==> config.mk <==
export PLATFORM = sky130hd
export DESIGN_NAME = usr_shift_sequencer_flat
export DESIGN_NICKNAME = d
export VERILOG_FILES = /design/src/rtl/usr_shift_sequencer_if.sv /design/src/rtl/usr_shift_sequencer.sv /design/src/flat_wrapper.sv
export SDC_FILE = /design/constraint.sdc
export NUM_CORES = 1
export LEC_CHECK = 0
export ABC_CLOCK_PERIOD_IN_PS = 2100
export CAP_MARGIN = 20
export CORE_AREA = 10 10 56 58
export DETAILED_ROUTE_END_ITERATION = 7
export DIE_AREA = 0 0 66 68
export PLACE_DENSITY = 0.85
export SLEW_MARGIN = 10
export SYNTH_ARGS = -nofsm -noshare
export SYNTH_HDL_FRONTEND = slang
export SYNTH_SLANG_ARGS = --single-unit
export TNS_END_PERCENT = 50
==> constraint.sdc <==
create_clock -name clk -period 2.1 [get_ports clk]
set_clock_uncertainty 0.2 [all_clocks]
set_input_delay 0.21 -clock clk [delete_from_list [all_inputs] [get_ports clk]]
set_output_delay 0.21 -clock clk [all_outputs]
set_load 0.03 [all_outputs]
==> src/rtl/usr_shift_sequencer_if.sv <==
// Command, response and shift-register control bundle for usr_shift_sequencer.
// master is the sequencer's view; slave is the command source, consumer and register side.
interface usr_shift_sequencer_if;
    logic       cmd_valid;
    logic       cmd_ready;
    logic [1:0] cmd_op;
    logic [3:0] cmd_data;
    logic [2:0] cmd_count;
    logic       cmd_fill;

    logic [1:0] usr_select;
    logic [3:0] usr_parallel_in;
    logic       usr_shift_right;
    logic       usr_shift_left;
    logic [3:0] usr_data_out;

    logic       rsp_valid;
    logic       rsp_ready;
    logic [3:0] rsp_data;

    modport master (
        input  cmd_valid, cmd_op, cmd_data, cmd_count, cmd_fill,
        output cmd_ready,
        output usr_select, usr_parallel_in, usr_shift_right, usr_shift_left,
        input  usr_data_out,
        output rsp_valid, rsp_data,
        input  rsp_ready
    );

    modport slave (
        output cmd_valid, cmd_op, cmd_data, cmd_count, cmd_fill,
        input  cmd_ready,
        input  usr_select, usr_parallel_in, usr_shift_right, usr_shift_left,
        output usr_data_out,
        input  rsp_valid, rsp_data,
        output rsp_ready
    );
endinterface

==> src/rtl/usr_shift_sequencer.sv <==
// Sequences one shift/rotate command onto a 4-bit universal shift register:
// parallel load, N shift steps, then hands the register contents back as a response.
module usr_shift_sequencer (
    input  logic                  clk,
    input  logic                  reset,
    usr_shift_sequencer_if.master bus
);
    typedef enum logic [1:0] {IDLE, LOAD, SHIFT, DONE} state_t;

    typedef enum logic [1:0] {
        OP_SHR = 2'b00,
        OP_SHL = 2'b01,
        OP_ROR = 2'b10,
        OP_ROL = 2'b11
    } op_t;

    localparam logic [1:0] SEL_HOLD  = 2'b00;
    localparam logic [1:0] SEL_RIGHT = 2'b01;
    localparam logic [1:0] SEL_LEFT  = 2'b10;
    localparam logic [1:0] SEL_LOAD  = 2'b11;

    state_t     state_q, state_d;
    op_t        op_q;
    logic [3:0] data_q;
    logic [2:0] count_q;
    logic       fill_q;
    logic [2:0] remaining_q;
    logic       accept;

    assign accept = bus.cmd_valid && bus.cmd_ready;

    always_ff @(posedge clk) begin
        // NOTE: state is updated with <= so every register samples the pre-edge values of its peers.
        if (reset) begin
            state_q     <= IDLE;
            remaining_q <= '0;
            op_q        <= OP_SHR;
            data_q      <= '0;
            count_q     <= '0;
            fill_q      <= 1'b0;
        end else begin
            state_q <= state_d;
            if (accept) begin
                op_q    <= op_t'(bus.cmd_op);
                data_q  <= bus.cmd_data;
                count_q <= bus.cmd_count;
                fill_q  <= bus.cmd_fill;
            end
            if (state_q == LOAD) begin
                remaining_q <= count_q;
            end else if (state_q == SHIFT) begin
                remaining_q <= remaining_q - 3'd1;
            end
        end
    end

    // Every output is forced low while reset is asserted, independent of the state register.
    always_comb begin
        // NOTE: defaults first so no path through the case leaves a signal unassigned (no latches).
        state_d             = state_q;
        bus.cmd_ready       = 1'b0;
        bus.usr_select      = SEL_HOLD;
        bus.usr_parallel_in = '0;
        bus.usr_shift_right = 1'b0;
        bus.usr_shift_left  = 1'b0;
        bus.rsp_valid       = 1'b0;
        bus.rsp_data        = '0;

        if (!reset) begin
            case (state_q)
                IDLE: begin
                    bus.cmd_ready = 1'b1;
                    if (bus.cmd_valid) state_d = LOAD;
                end
                LOAD: begin
                    bus.usr_select      = SEL_LOAD;
                    bus.usr_parallel_in = data_q;
                    state_d             = (count_q != 3'd0) ? SHIFT : DONE;
                end
                SHIFT: begin
                    // Rotates feed the bit falling off one end straight back into the other.
                    case (op_q)
                        OP_SHR: begin
                            bus.usr_select      = SEL_RIGHT;
                            bus.usr_shift_right = fill_q;
                        end
                        OP_SHL: begin
                            bus.usr_select     = SEL_LEFT;
                            bus.usr_shift_left = fill_q;
                        end
                        OP_ROR: begin
                            bus.usr_select      = SEL_RIGHT;
                            bus.usr_shift_right = bus.usr_data_out[0];
                        end
                        OP_ROL: begin
                            bus.usr_select     = SEL_LEFT;
                            bus.usr_shift_left = bus.usr_data_out[3];
                        end
                        default: ;
                    endcase
                    if (remaining_q == 3'd1) state_d = DONE;
                end
                DONE: begin
                    bus.rsp_valid = 1'b1;
                    bus.rsp_data  = bus.usr_data_out;
                    if (bus.rsp_ready) state_d = IDLE;
                end
                default: state_d = IDLE;
            endcase
        end
    end
endmodule

==> src/flat_wrapper.sv <==
// flat-port wrapper written by rule: the top's interface ports become plain ports
module usr_shift_sequencer_flat 
  (clk, reset, bus_cmd_valid, bus_cmd_op, bus_cmd_data, bus_cmd_count, bus_cmd_fill, bus_cmd_ready, bus_usr_select, bus_usr_parallel_in, bus_usr_shift_right, bus_usr_shift_left, bus_usr_data_out, bus_rsp_valid, bus_rsp_data, bus_rsp_ready);
  usr_shift_sequencer_if bus_i ();
  input  logic clk;
  input  logic reset;
  input wire logic [$bits(bus_i.cmd_valid)-1:0] bus_cmd_valid;
  input wire logic [$bits(bus_i.cmd_op)-1:0] bus_cmd_op;
  input wire logic [$bits(bus_i.cmd_data)-1:0] bus_cmd_data;
  input wire logic [$bits(bus_i.cmd_count)-1:0] bus_cmd_count;
  input wire logic [$bits(bus_i.cmd_fill)-1:0] bus_cmd_fill;
  output wire logic [$bits(bus_i.cmd_ready)-1:0] bus_cmd_ready;
  output wire logic [$bits(bus_i.usr_select)-1:0] bus_usr_select;
  output wire logic [$bits(bus_i.usr_parallel_in)-1:0] bus_usr_parallel_in;
  output wire logic [$bits(bus_i.usr_shift_right)-1:0] bus_usr_shift_right;
  output wire logic [$bits(bus_i.usr_shift_left)-1:0] bus_usr_shift_left;
  input wire logic [$bits(bus_i.usr_data_out)-1:0] bus_usr_data_out;
  output wire logic [$bits(bus_i.rsp_valid)-1:0] bus_rsp_valid;
  output wire logic [$bits(bus_i.rsp_data)-1:0] bus_rsp_data;
  input wire logic [$bits(bus_i.rsp_ready)-1:0] bus_rsp_ready;
  assign bus_i.cmd_valid = bus_cmd_valid;
  assign bus_i.cmd_op = bus_cmd_op;
  assign bus_i.cmd_data = bus_cmd_data;
  assign bus_i.cmd_count = bus_cmd_count;
  assign bus_i.cmd_fill = bus_cmd_fill;
  assign bus_cmd_ready = bus_i.cmd_ready;
  assign bus_usr_select = bus_i.usr_select;
  assign bus_usr_parallel_in = bus_i.usr_parallel_in;
  assign bus_usr_shift_right = bus_i.usr_shift_right;
  assign bus_usr_shift_left = bus_i.usr_shift_left;
  assign bus_i.usr_data_out = bus_usr_data_out;
  assign bus_rsp_valid = bus_i.rsp_valid;
  assign bus_rsp_data = bus_i.rsp_data;
  assign bus_i.rsp_ready = bus_rsp_ready;
  usr_shift_sequencer u_core (.clk(clk), .reset(reset), .bus(bus_i));
endmodule
### Word-level counts from Yosys, hierarchy flattened

Cells that the tools add are included.

* bits in registers: 15
* input port bits: 18
* output and inout bits: 14

* add/subtract/negate cells: 1
* equal/unequal tests: 10
* multiplexer cells: 24
* reductions and logical operators: 8

Operators by type and width (count)
* $mux 4: 4
* $mux 1: 9
* $eq 2x2->1 const B: 4
* $mux 2: 4
* $pmux 2 s2: 2
* $pmux 2 s4: 1
* $mux 3: 2
* $ne 2x2->1 const B: 3
* $eq 2x1->1 const B: 2
* $logic_not 2->1: 2
* $pmux 1 s2: 2
* $reduce_or 2->1: 2
* $eq 3x1->1 const B: 1
* $reduce_and 3->1: 1
* $reduce_bool 3->1: 1
* $sub 3x1->3 const B: 1
* $reduce_bool 2->1: 1
* $logic_and 1x1->1: 1

### Logic depth before layout (Yosys ltp)

Gate-level depths: netlist of the first run.

* depth in word-level cells: 5
* mapped depth: 7
* gate-level depth less buffers: 6

### Least setup slack after synthesis of the first run

No wires, ideal clock.

* path kind: register to output
* from: register u_core.state_q[0]
* to: output port bus_usr_shift_left
* arrival: 1.674 ns
* path slack: 0.016 ns
* cell stages (with the launch flop): 4
* cells stage by stage: dfxtp_1 > inv_1 > ha_1 > nor4b_1

* longest elaborated chain between the ends: 3

RTL lines
* from (decl): RTL line usr_shift_sequencer.sv:22 `state_t state_q, state_d;`
* from (signal assigned): RTL line usr_shift_sequencer.sv:42 `state_q <= state_d;`
* $eq 2x2->1: RTL line usr_shift_sequencer.sv:70 `case (state_q)`
* $mux 1: RTL line usr_shift_sequencer.sv:70
* $mux 1: RTL line usr_shift_sequencer.sv:69 `if (!reset) begin`
* to (decl): RTL line flat_wrapper.sv:16 `output wire logic [$bits(bus_i.usr_shift_left)-1:0] bus_usr_shift_left;`

No other way between the ends.

### Worst setup path after layout of the first run

* from: register u_core.state_q[1]
* to: output port bus_usr_parallel_in[2]

* longest elaborated chain between the ends: 3

RTL lines
* $eq 2x1->1: RTL line usr_shift_sequencer.sv:70
* $mux 4: RTL line usr_shift_sequencer.sv:70
* $mux 4: RTL line usr_shift_sequencer.sv:69
* to (decl): RTL line flat_wrapper.sv:14 `output wire logic [$bits(bus_i.usr_parallel_in)-1:0] bus_usr_parallel_in;`

No other way between the ends.

==> results of run 1 <==
layout by cell type, fill, tap and decap left out, types with 2 or more instances in the layout:
master	Yosys	routed
sky130_fd_sc_hd__a21o_1	2	2
sky130_fd_sc_hd__a21oi_1	4	4
sky130_fd_sc_hd__and2_1	9	9
sky130_fd_sc_hd__buf_4	0	16
sky130_fd_sc_hd__clkbuf_4	0	3
sky130_fd_sc_hd__clkdlybuf4s50_1	0	17
sky130_fd_sc_hd__dfxtp_1	15	15
sky130_fd_sc_hd__ha_1	7	5
sky130_fd_sc_hd__ha_2	0	2
sky130_fd_sc_hd__inv_1	8	8
sky130_fd_sc_hd__mux2i_1	4	4
sky130_fd_sc_hd__nand2_1	12	12
sky130_fd_sc_hd__nand2b_1	10	10
sky130_fd_sc_hd__nor2_1	7	7
sky130_fd_sc_hd__nor2b_1	3	3
sky130_fd_sc_hd__nor4b_2	0	2
sky130_fd_sc_hd__o21ai_0	10	10
sky130_fd_sc_hd__o31ai_1	2	2
layer usage:
metal  routed length, microns  vias to the layer above
met5                        0                        -
met4                       51                        0
met3                      203                        5
met2                     1009                       28
met1                     1001                      344
li1                         -                      412
flip-flops by register name, indices dropped and copies added (netlist names):
register and cells:
u_core.data_q 4, u_core.count_q 3, u_core.remaining_q 3, u_core.op_q 2
u_core.state_q 2, u_core.fill_q 1
timing repair:
action / 4_1_cts / 5_1_grt
endpoints found under the setup margin: 4 / 6
hold buffers: 0 / 0
hold endpoints to repair: 0 / 0
gates resized for setup: 1 / 3
setup buffers: 0 / 0
power by group through the flow:
| stage | clock [mW] | combinational [mW] | sequential [mW] |
|---|---|---|---|
| finish | 0.171 | 0.644 | 0.412 |
| global route | 0.187 | 0.726 | 0.422 |
| CTS | 0.169 | 0.635 | 0.412 |
| detailed placement | 0 | 0.620 | 0.418 |
| global placement | 0 | 0.594 | 0.414 |
| floorplan | 0 | 0.474 | 0.404 |
how the worst max path moves through the flow:
stage                            from                endpoint  slack, ns  cells past startpoint
floorplan           u_core.state_q[0]      bus_usr_shift_left       0.02                      3
global placement                reset         bus_rsp_data[2]       0.23                      4
detailed placement              reset         bus_rsp_data[0]       0.18                      4
CTS                 u_core.state_q[1]       bus_usr_select[0]       0.06                      5
global route        u_core.state_q[1]  bus_usr_parallel_in[2]     -0.009                      5
finish              u_core.state_q[1]  bus_usr_parallel_in[2]       0.09                      5
stage by stage:
stage,utilization,cells,hold slack [ns]
after floorplan,-,106,0.1185
after global placement,0.5532,162,0.2618
after detailed placement,0.5532,162,0.2650
after CTS,0.5668,166,0.2791
after global routing,0.5740,166,0.2880
final,0.5740,166,0.2758
cell usage after synthesis, drive strengths merged:
master | instances | area (sq um)
clkbuf | 3 | 11.26
a21o | 2 | 15.01
nand2b | 10 | 62.56
o31ai | 2 | 15.01
nor4b | 2 | 17.52
mux2i | 4 | 40.04
inv | 8 | 30.03
buf | 2 | 16.26
o21ai | 10 | 50.05
and2 | 9 | 56.30
a222oi | 1 | 10.01
or4b | 1 | 10.01
a22o | 1 | 10.01
ha | 7 | 87.58
a22oi | 1 | 7.510
a21oi | 5 | 28.78
nor2b | 4 | 27.53
nor2 | 7 | 26.28
nand2 | 12 | 45.04
dfxtp | 15 | 300.3
worst max-delay path, stage by stage, from the launching register on:
cell	delay, ns
sky130_fd_sc_hd__dfxtp_1	0.36
sky130_fd_sc_hd__inv_1	0.13
sky130_fd_sc_hd__ha_2	0.30
sky130_fd_sc_hd__nor2b_2	0.22
sky130_fd_sc_hd__and2_1	0.15
sky130_fd_sc_hd__buf_4	0.16
cell type report:
type,count,share of cell area
Clock buffer,4,0.02174
Inverter,8,0.02484
Multi-Input combinational cell,78,0.4358
Sequential cell,15,0.2484
Tap cell,28,0.02899
Timing Repair Buffer,33,0.2402
logic make-up after synthesis:
family | after synthesis | share of synthesized area
mux | 4 | 0.04618
compound gates | 22 | 0.1573
fa+ha+maj | 7 | 0.1010
simple gates | 45 | 0.2828
flops | 15 | 0.3463
buf+inv | 13 | 0.06637
==> flow_metrics.py, run 1 <==
metrics = {
    "finish": {
        "multi_input_area_sq_um": 526.8,
        "layout.area.seq_sq_um": 300.3,
        "num-nets-final": 164,
        "antenna_cells_inserted": 0,
        "syn2layout_area_growth_pct": 39.39,
        "final_design_area_no_fill_sq_um": 1209,
        "fraction_of_layout_instances_using_a_drive_strength_above_1": 0.1884,
        "fillers": 188,
    },
    "floorplanning": {
        "effective_utilization_at_floorplan": 0.4118,
        "die_h_microns": 68,
        "fp.dieArea_sq_um": 4488,
        "area_of_the_core_sq_um": 2106,
        "rows": 17,
        "io_pins": 32,
        "die_w_microns": 66,
    },
    "pwr": {
        "leakagePower_nw": 0.5029,
        "internal-power_mw": 0.7315,
        "power.share.sequential": 0.336,
        "pwr-share-comb": 0.525,
        "peakVddDrop_mv": 0.5763,
        "pwr-share-clk": 0.139,
        "netSwitchingPower_mw": 0.4954,
        "power_per_cell_area_nw_per_um2": 1015,
        "sw_frac_of_total": 0.4038,
        "power_total_mw": 1.227,
    },
    "min_path": {
        "hold_path_class": "in -> reg",
        "hp-start": "bus_cmd_data[0]",
        "whs_endpoint": "u_core.data_q[0]",
        "hold_depth": 3,
    },
    "global_routing": {
        "grt_first_pass_wirelength_microns": 3739,
        "busiest_layer": "met2",
        "gr-usage-met2": 0.1775,
        "total_gr_overflow": 0,
        "grt_start_max_net_pins": 21,
        "grt.met1_usage": 0.1139,
        "grt_pass1_vias": 818,
        "met3_usage": 0.03589,
        "grt_antenna_before_repair": 0,
        "grtUsageTotal": 0.1046,
    },
    "timing": {
        "period_minus_slack_ns": 2.015,
        "fin_tns_setup_ns": 0,
        "finalHoldViolations": 0,
        "timing.final.setup_violations": 0,
        "finalWorstSetupSlack_ns": 0.08544,
        "final_max_slew_viol_count": 0,
        "post-route-period-util": 0.9593,
        "highest_achievable_clock_rate_mhz": 496.4,
        "worstMarginPinSlew_ns": 0.4807,
        "maxSlewHeadroom": 0.6796,
        "unrepaired_setup_endpoints_after_global_routing": "yes",
    },
    "route": {
        "drt_iter0_drc": 38,
        "wl_microns": 2266,
        "routed-via-count": 789,
        "ant_nets": 0,
        "drc": 0,
        "first_pass_iters": 4,
        "via_density": 4.753,
        "avgRoutedWirePerCell_microns": 13.65,
    },
    "logic_synthesis": {
        "yosysUniqueCellTypes": 23,
        "synth_warnings": 0,
        "yosys_register_bits": 15,
        "post_syn_area_sq_um": 867.1,
        "synth.yosys.seq_area_share": 0.3463,
        "postSynthAreaPerCell_sq_um": 8.180,
        "synth.net_count": 131,
        "syn_inst": 106,
    },
    "clock_tree": {
        "clk_latency_ns": 0.29,
        "clock_tree.buffer_depth": 2,
        "cts.reportedPaths.clkPinSlew_ns": 0.09,
        "cts_num_sinks": 15,
        "clock_tree.htree_level_count": 1,
        "tritoncts": "done",
        "ctsRootBufferMaster": "sky130_fd_sc_hd__clkbuf_4",
        "numCtsBuffers": 3,
    },
    "critical_path": {
        "reg_to_reg_end": "u_core.state_q[0]",
        "r2r_slack_ns": 0.29,
        "startpoint_type": "register",
        "timing.rr.start": "u_core.state_q[1]",
        "timing.critical_path.required_ns": 1.69,
        "worstPathMaxFanout": 10,
        "worst_r2r_path_depth": 5,
        "worstSetupPathType": "reg -> out",
        "critPathCaptureType": "primary output",
        "cp.arrival_ns": 1.60,
    },
    "placed_design": {
        "gp_routability_congestion": 0.7950,
        "detailed_place_hpwl_microns": 1756,
        "post_dp_cell_area_sq_um": 1165,
        "place_ws_ns": 0.1789,
        "io_buffer_count": 31,
    },
    "job": {
        "maximum_capacitance_violations": 0,
    },
    "run_status": {
        "run_status": "complete, no violations",
    },
}
No activity file was read; power rests on OpenSTA's default activity.
==> inputs of run 2 (changes only) <==
--- a/config.mk
+++ b/config.mk
@@ -10,6 +10,7 @@
 export CORE_AREA = 10 10 56 58
 export DETAILED_ROUTE_END_ITERATION = 7
 export DIE_AREA = 0 0 66 68
+export GPL_TIMING_DRIVEN = 0
 export PLACE_DENSITY = 0.85
 export SLEW_MARGIN = 10
 export SYNTH_ARGS = -nofsm -noshare
==> run 2 against run 1 <==
Effect of this change:
- combinational power increased by 0.6%
- die area unchanged
- critical path depth decreased by 1
- largest power group unchanged
- maximum frequency decreased by 0.10%
- routed wire length increased by 2.8%
- largest cell class unchanged
- sequential power increased by 1%
- global-route usage increased by 0.33 points
- utilization increased by 0.77 points
- via count increased by 3.7%
==> flow_metrics.py, run 2 (synthesis gave the netlist of run 1 again) <==
metrics = {
    "route": {
        "drc": 0,
        "first_pass_iters": 6,
        "avgRoutedWirePerCell_microns": 13.78,
        "drt_iter0_drc": 31,
        "via_density": 4.840,
        "wl_microns": 2329,
        "ant_nets": 0,
        "routed-via-count": 818,
    },
    "finish": {
        "num-nets-final": 167,
        "top_register": "u_core.data_q",
        "antenna_cells_inserted": 0,
        "mostFrequentLayoutCell": "sky130_fd_sc_hd__clkdlybuf4s50_1",
        "final_design_area_no_fill_sq_um": 1225,
        "syn2layout_area_growth_pct": 41.27,
        "postLayoutCoreUtil": 0.5817,
        "fraction_of_layout_instances_using_a_drive_strength_above_1": 0.1489,
        "top_regs": "u_core.data_q (4), u_core.count_q (3), u_core.remaining_q (3)",
        "most-common-layout-cells": "17 x sky130_fd_sc_hd__clkdlybuf4s50_1, 14 x sky130_fd_sc_hd__dfxtp_1, 12 x sky130_fd_sc_hd__nand2_1",
        "largest_reg_flops": 4,
    },
    "critical_path": {
        "worstPathMaxFanout": 5,
        "timing.rr.start": "u_core.state_q[0]",
        "cp.arrival_ns": 1.61,
        "reg_to_reg_end": "u_core.state_q[1]",
        "timing.critical_path.required_ns": 1.69,
        "worst_r2r_path_depth": 5,
        "worstSetupPathType": "reg -> out",
        "r2r_slack_ns": 0.19,
        "startpoint_type": "register",
        "critPathCaptureType": "primary output",
    },
    "timing": {
        "post-route-period-util": 0.9603,
        "highest_achievable_clock_rate_mhz": 495.9,
        "period_minus_slack_ns": 2.017,
        "unrepaired_setup_endpoints_after_global_routing": "yes",
        "final_max_slew_viol_count": 0,
        "holdWs_ns": 0.2716,
        "finalHoldViolations": 0,
        "maxSlewHeadroom": 0.6257,
        "worstMarginPinSlew_ns": 0.5614,
        "timing.final.setup_violations": 0,
    },
    "global_routing": {
        "total_gr_overflow": 0,
        "grt_start_max_net_pins": 11,
        "grt_pass1_vias": 842,
        "grtUsageTotal": 0.1079,
        "grt_first_pass_wirelength_microns": 3850,
        "grt_antenna_before_repair": 0,
    },
    "floorplanning": {
        "io_pins": 32,
        "die_h_microns": 68,
        "area_of_the_core_sq_um": 2106,
        "effective_utilization_at_floorplan": 0.4118,
        "die_w_microns": 66,
        "rows": 17,
        "fp.dieArea_sq_um": 4488,
    },
    "placed_design": {
        "detailed_place_hpwl_microns": 1820,
        "post_dp_cell_area_sq_um": 1212,
        "io_buffer_count": 31,
        "gp_routability_congestion": 0.7539,
    },
    "min_path": {
        "hold_path_class": "reg -> reg",
        "whs_endpoint": "u_core.fill_q",
        "hp-start": "u_core.fill_q",
        "hold_depth": 2,
    },
    "pwr": {
        "peakVddDrop_mv": 0.6044,
        "power_per_cell_area_nw_per_um2": 1000,
        "leakagePower_nw": 0.5126,
    },
    "clock_tree": {
        "clock_tree.htree_level_count": 1,
        "clock_tree.buffer_depth": 2,
        "tritoncts": "done",
        "numCtsBuffers": 3,
        "cts.reportedPaths.clkPinSlew_ns": 0.08,
        "cts_num_sinks": 15,
        "ctsRootBufferMaster": "sky130_fd_sc_hd__clkbuf_4",
        "clk_latency_ns": 0.28,
    },
    "run_status": {
        "run_status": "complete, no violations",
    },
    "job": {
        "maximum_capacitance_violations": 0,
    },
}
run 2: changes by cell type in the layout (fill, tap and decap cells not counted), sizes merged:
cell,change
dlygate4sd2,+2
clkdlybuf4s18,+1
clkbuf,+5
buf,-9
clkdlybuf4s15,+4
run 2: cell type report:
cell class	instances	area, sq um
fillers	180	880.8
multi-input cells	78	525.5
flip-flops and latches	15	301.5
repair buffers	31	277.8
well taps	28	35.03
inverters	8	30.03
plain buffers	5	28.78
clock buffers	4	26.28
run 2: worst max path at each step:
stage / slack [ns] / to / cells past startpoint / startpoint
4_1_cts: 0.05 / bus_usr_shift_left / 4 / u_core.state_q[0]
5_1_grt: -0.05 / bus_usr_select[0] / 5 / u_core.state_q[0]
6_report: 0.08 / bus_usr_shift_right / 4 / u_core.state_q[0]
3_3_place_gp: -0.30 / bus_usr_shift_right / 4 / reset
3_5_place_dp: -0.34 / bus_usr_shift_right / 4 / reset
2_1_floorplan: 0.02 / bus_usr_shift_left / 3 / u_core.state_q[0]
run 2: what timing repair did:
action,in CTS,in global routing
setup buffers,0,0
setup endpoints to repair,14,12
gates resized for setup,50,9
hold buffers,0,0
run 2: worst max-delay path, stage by stage, from the launching register on:
cell and delay [ns]:
sky130_fd_sc_hd__dfxtp_1 0.34, sky130_fd_sc_hd__inv_1 0.16, sky130_fd_sc_hd__ha_1 0.26, sky130_fd_sc_hd__nor4b_2 0.23, sky130_fd_sc_hd__clkdlybuf4s18_2 0.33
run 2: routing by layer:
metal / up-vias / global-route usage / routed length (microns)
li1: 418 / - / -
met1: 367 / 0.1129 / 964
met2: 28 / 0.1969 / 1108
met3: 5 / 0.03263 / 211
met4: 0 / 0.04712 / 45
met5: - / 0 / 0
run 2: where the power goes:
group / switching, mW / internal (mW) / leakage, nW / total [mW]
Sequential: 0.0570 / 0.361 / 0.124 / 0.418
Combinational: 0.348 / 0.300 / 0.374 / 0.648
Clock: 0.0852 / 0.0737 / 0.0150 / 0.159
Total: 0.490 / 0.735 / 0.513 / 1.23
run 2: metrics by stage:
| step | instances | setup WS [ns] | setup TNS (ns) | power [mW] |
|---|---|---|---|---|
| finish | 169 | 0.08334 | 0 | 1.225 |
| floorplan | 106 | 0.01582 | 0 | 0.8783 |
| detailed placement | 165 | -0.3387 | -3.583 | 1.067 |
| global route | 169 | -0.04725 | -0.08073 | 1.324 |
| CTS | 169 | 0.04532 | 0 | 1.223 |
| global placement | 165 | -0.2984 | -3.184 | 1.027 |
==> inputs of run 3 (changes only) <==
==> constraint.sdc (replaced) <==
create_clock -name clk -period 2.1 [get_ports clk]
set_clock_uncertainty 0.2 [all_clocks]
set_input_delay 0.315 -clock clk [delete_from_list [all_inputs] [get_ports clk]]
set_output_delay 0.315 -clock clk [all_outputs]
set_load 0.03 [all_outputs]
==> run 3 against run 2 <==
Effect of this change:
- count of clock-buffer cells in the layout stayed put
- utilization increased by 0.65 points
- non-clock buffer count stayed put
- global-route usage shrank 0.13 points
- routed wire length decreased by 2.7%
- clock power rose by 3%
- worst hold slack better by 0.0052 ns
- critical path type is now in -> out
- highest routed layer unchanged
==> flow_metrics.py, run 3 (synthesis gave the netlist of run 1 again) <==
metrics = {
    "clock_tree": {
        "numCtsBuffers": 3,
        "cts_hold_buf": 0,
        "clk_latency_ns": 0.28,
        "ctsRootBufferMaster": "sky130_fd_sc_hd__clkbuf_4",
        "cts.reportedPaths.clkPinSlew_ns": 0.09,
        "tritoncts": "done",
        "clock_tree.htree_level_count": 1,
        "clock_tree.buffer_depth": 2,
        "cts_num_sinks": 15,
        "cts_setup_buffers": 0,
    },
    "route": {
        "drt_iter0_drc": 36,
        "routed-via-count": 826,
        "avgRoutedWirePerCell_microns": 13.41,
        "wl_microns": 2266,
        "ant_nets": 0,
        "via_density": 4.888,
        "first_pass_iters": 4,
        "drc": 0,
    },
    "timing": {
        "finalHoldViolations": 0,
        "highest_achievable_clock_rate_mhz": 492.4,
        "maxSlewHeadroom": 0.6548,
        "post-route-period-util": 0.9672,
        "holdWs_ns": 0.2768,
        "worstMarginPinSlew_ns": 0.5179,
        "timing.final.setup_violations": 0,
        "final_max_slew_viol_count": 0,
        "period_minus_slack_ns": 2.031,
    },
    "critical_path": {
        "timing.rr.start": "u_core.state_q[1]",
        "critical_path_cell_count": 5,
        "crit_family": "buffers and inverters",
        "cp.arrival_ns": 1.52,
        "worstPathMaxFanout": 10,
        "r2r_slack_ns": 0.32,
        "worst_r2r_path_depth": 6,
        "startpoint_type": "input pin",
        "timing.critical_path.required_ns": 1.58,
        "critPathCaptureType": "primary output",
        "setup.worst_path.start": "reset",
        "cp.buffers_inverters": 3,
        "timing.critical_path.cells": "clkdlybuf4s50_1 -> clkbuf_2 -> nand2b_1 -> nor2_1 -> buf_2",
        "reg_to_reg_end": "u_core.state_q[0]",
        "timing.critical_path.slowest_cell_delay_ns": 0.45,
        "worstSetupPathType": "in -> out",
        "cpMaxStageDelayCell": "sky130_fd_sc_hd__clkdlybuf4s50_1",
        "crit_end": "bus_usr_select[0]",
    },
    "floorplanning": {
        "rows": 17,
        "effective_utilization_at_floorplan": 0.4118,
        "die_w_microns": 66,
        "die_h_microns": 68,
        "fp.dieArea_sq_um": 4488,
        "io_pins": 32,
        "area_of_the_core_sq_um": 2106,
    },
    "global_routing": {
        "total_gr_overflow": 0,
        "grt_start_max_net_pins": 11,
        "grt_antenna_before_repair": 0,
        "grt_pass1_vias": 820,
        "grt_first_pass_wirelength_microns": 3760,
        "grtUsageTotal": 0.1066,
    },
    "finish": {
        "top_regs": "u_core.data_q (4), u_core.count_q (3), u_core.remaining_q (3)",
        "mostFrequentLayoutCell": "sky130_fd_sc_hd__clkdlybuf4s50_1",
        "largest_reg_flops": 4,
        "antenna_cells_inserted": 0,
        "syn2layout_area_growth_pct": 42.86,
        "fraction_of_layout_instances_using_a_drive_strength_above_1": 0.2128,
        "num-nets-final": 167,
        "most-common-layout-cells": "17 x sky130_fd_sc_hd__clkdlybuf4s50_1, 14 x sky130_fd_sc_hd__dfxtp_1, 12 x sky130_fd_sc_hd__nand2_1",
        "instances_no_fill": 169,
        "top_register": "u_core.data_q",
    },
    "min_path": {
        "hold_path_class": "reg -> reg",
        "hp-start": "u_core.fill_q",
    },
    "pwr": {
        "leakagePower_nw": 0.5195,
        "power_per_cell_area_nw_per_um2": 1021,
        "peakVddDrop_mv": 0.6227,
    },
    "run_status": {
        "run_status": "complete, no violations",
    },
    "job": {
        "maximum_capacitance_violations": 0,
    },
    "placed_design": {
        "placedCellCount": 165,
        "detailed_place_hpwl_microns": 1742,
        "io_buffer_count": 31,
        "gp_routability_congestion": 0.7381,
    },
}
## run 3: timing repair
| item | in CTS | in global routing |
|---|---|---|
| endpoints found under the setup margin | 14 | 14 |
| resized for setup | 50 | 37 |
| gates cloned | 0 | 0 |
## run 3: report_power, final
part,switching (mW),internal [mW]
Sequential,0.0564,0.365
Combinational,0.354,0.326
Clock,0.0888,0.0738
## run 3: layout make-up
type	instances	area, sq um
plain buffers	5	32.53
well taps	28	35.03
multi-input cells	78	549.3
inverters	8	30.03
repair buffers	31	261.5
fillers	194	867.1
clock buffers	4	26.28
flip-flops and latches	15	304.0
## run 3: per-stage QoR
| step | total power [mW] | setup TNS (ns) | util | area, sq um | setup slack, ns |
|---|---|---|---|---|---|
| 2_1_floorplan | 0.8810 | -0.08879 | - | 873.3 | -0.08879 |
| 3_3_place_gp | 1.030 | -5.912 | 0.5787 | 1219 | -0.5112 |
| 3_5_place_dp | 1.064 | -6.296 | 0.5787 | 1219 | -0.5515 |
| 4_1_cts | 1.229 | -0.5550 | 0.5977 | 1259 | -0.09864 |
| 5_1_grt | 1.382 | -0.02856 | 0.5882 | 1239 | -0.02309 |
| 6_report | 1.265 | 0 | 0.5882 | 1239 | 0.06893 |
## run 3: worst min-delay path by stage
stage               depth (start not counted)                end  slack [ns]
floorplan                                   2  u_core.count_q[0]        0.22
global placement                            2      u_core.fill_q        0.26
detailed placement                          2   u_core.data_q[0]        0.26
CTS                                         2   u_core.data_q[0]        0.28
global route                                2      u_core.fill_q        0.29
finish                                      2      u_core.fill_q        0.28
## run 3: layer usage
| metal | vias to the layer above | track usage | wire length (microns) | part of all wire |
|---|---|---|---|---|
| li1 | 417 | - | - | - |
| met1 | 374 | 0.1148 | 900 | 0.40 |
| met2 | 31 | 0.1860 | 1149 | 0.51 |
| met3 | 4 | 0.03263 | 169 | 0.075 |
| met4 | 0 | 0.05497 | 46 | 0.020 |
| met5 | - | 0 | 0 | 0 |
## run 3: worst reg2reg max path, cell delays in order, from the launching register on
cell and delay, ns:
sky130_fd_sc_hd__dfxtp_4 0.37, sky130_fd_sc_hd__inv_2 0.09, sky130_fd_sc_hd__ha_1 0.17, sky130_fd_sc_hd__buf_6 0.14, sky130_fd_sc_hd__or4b_1 0.44, sky130_fd_sc_hd__a21o_1 0.21, sky130_fd_sc_hd__a21oi_2 0.11
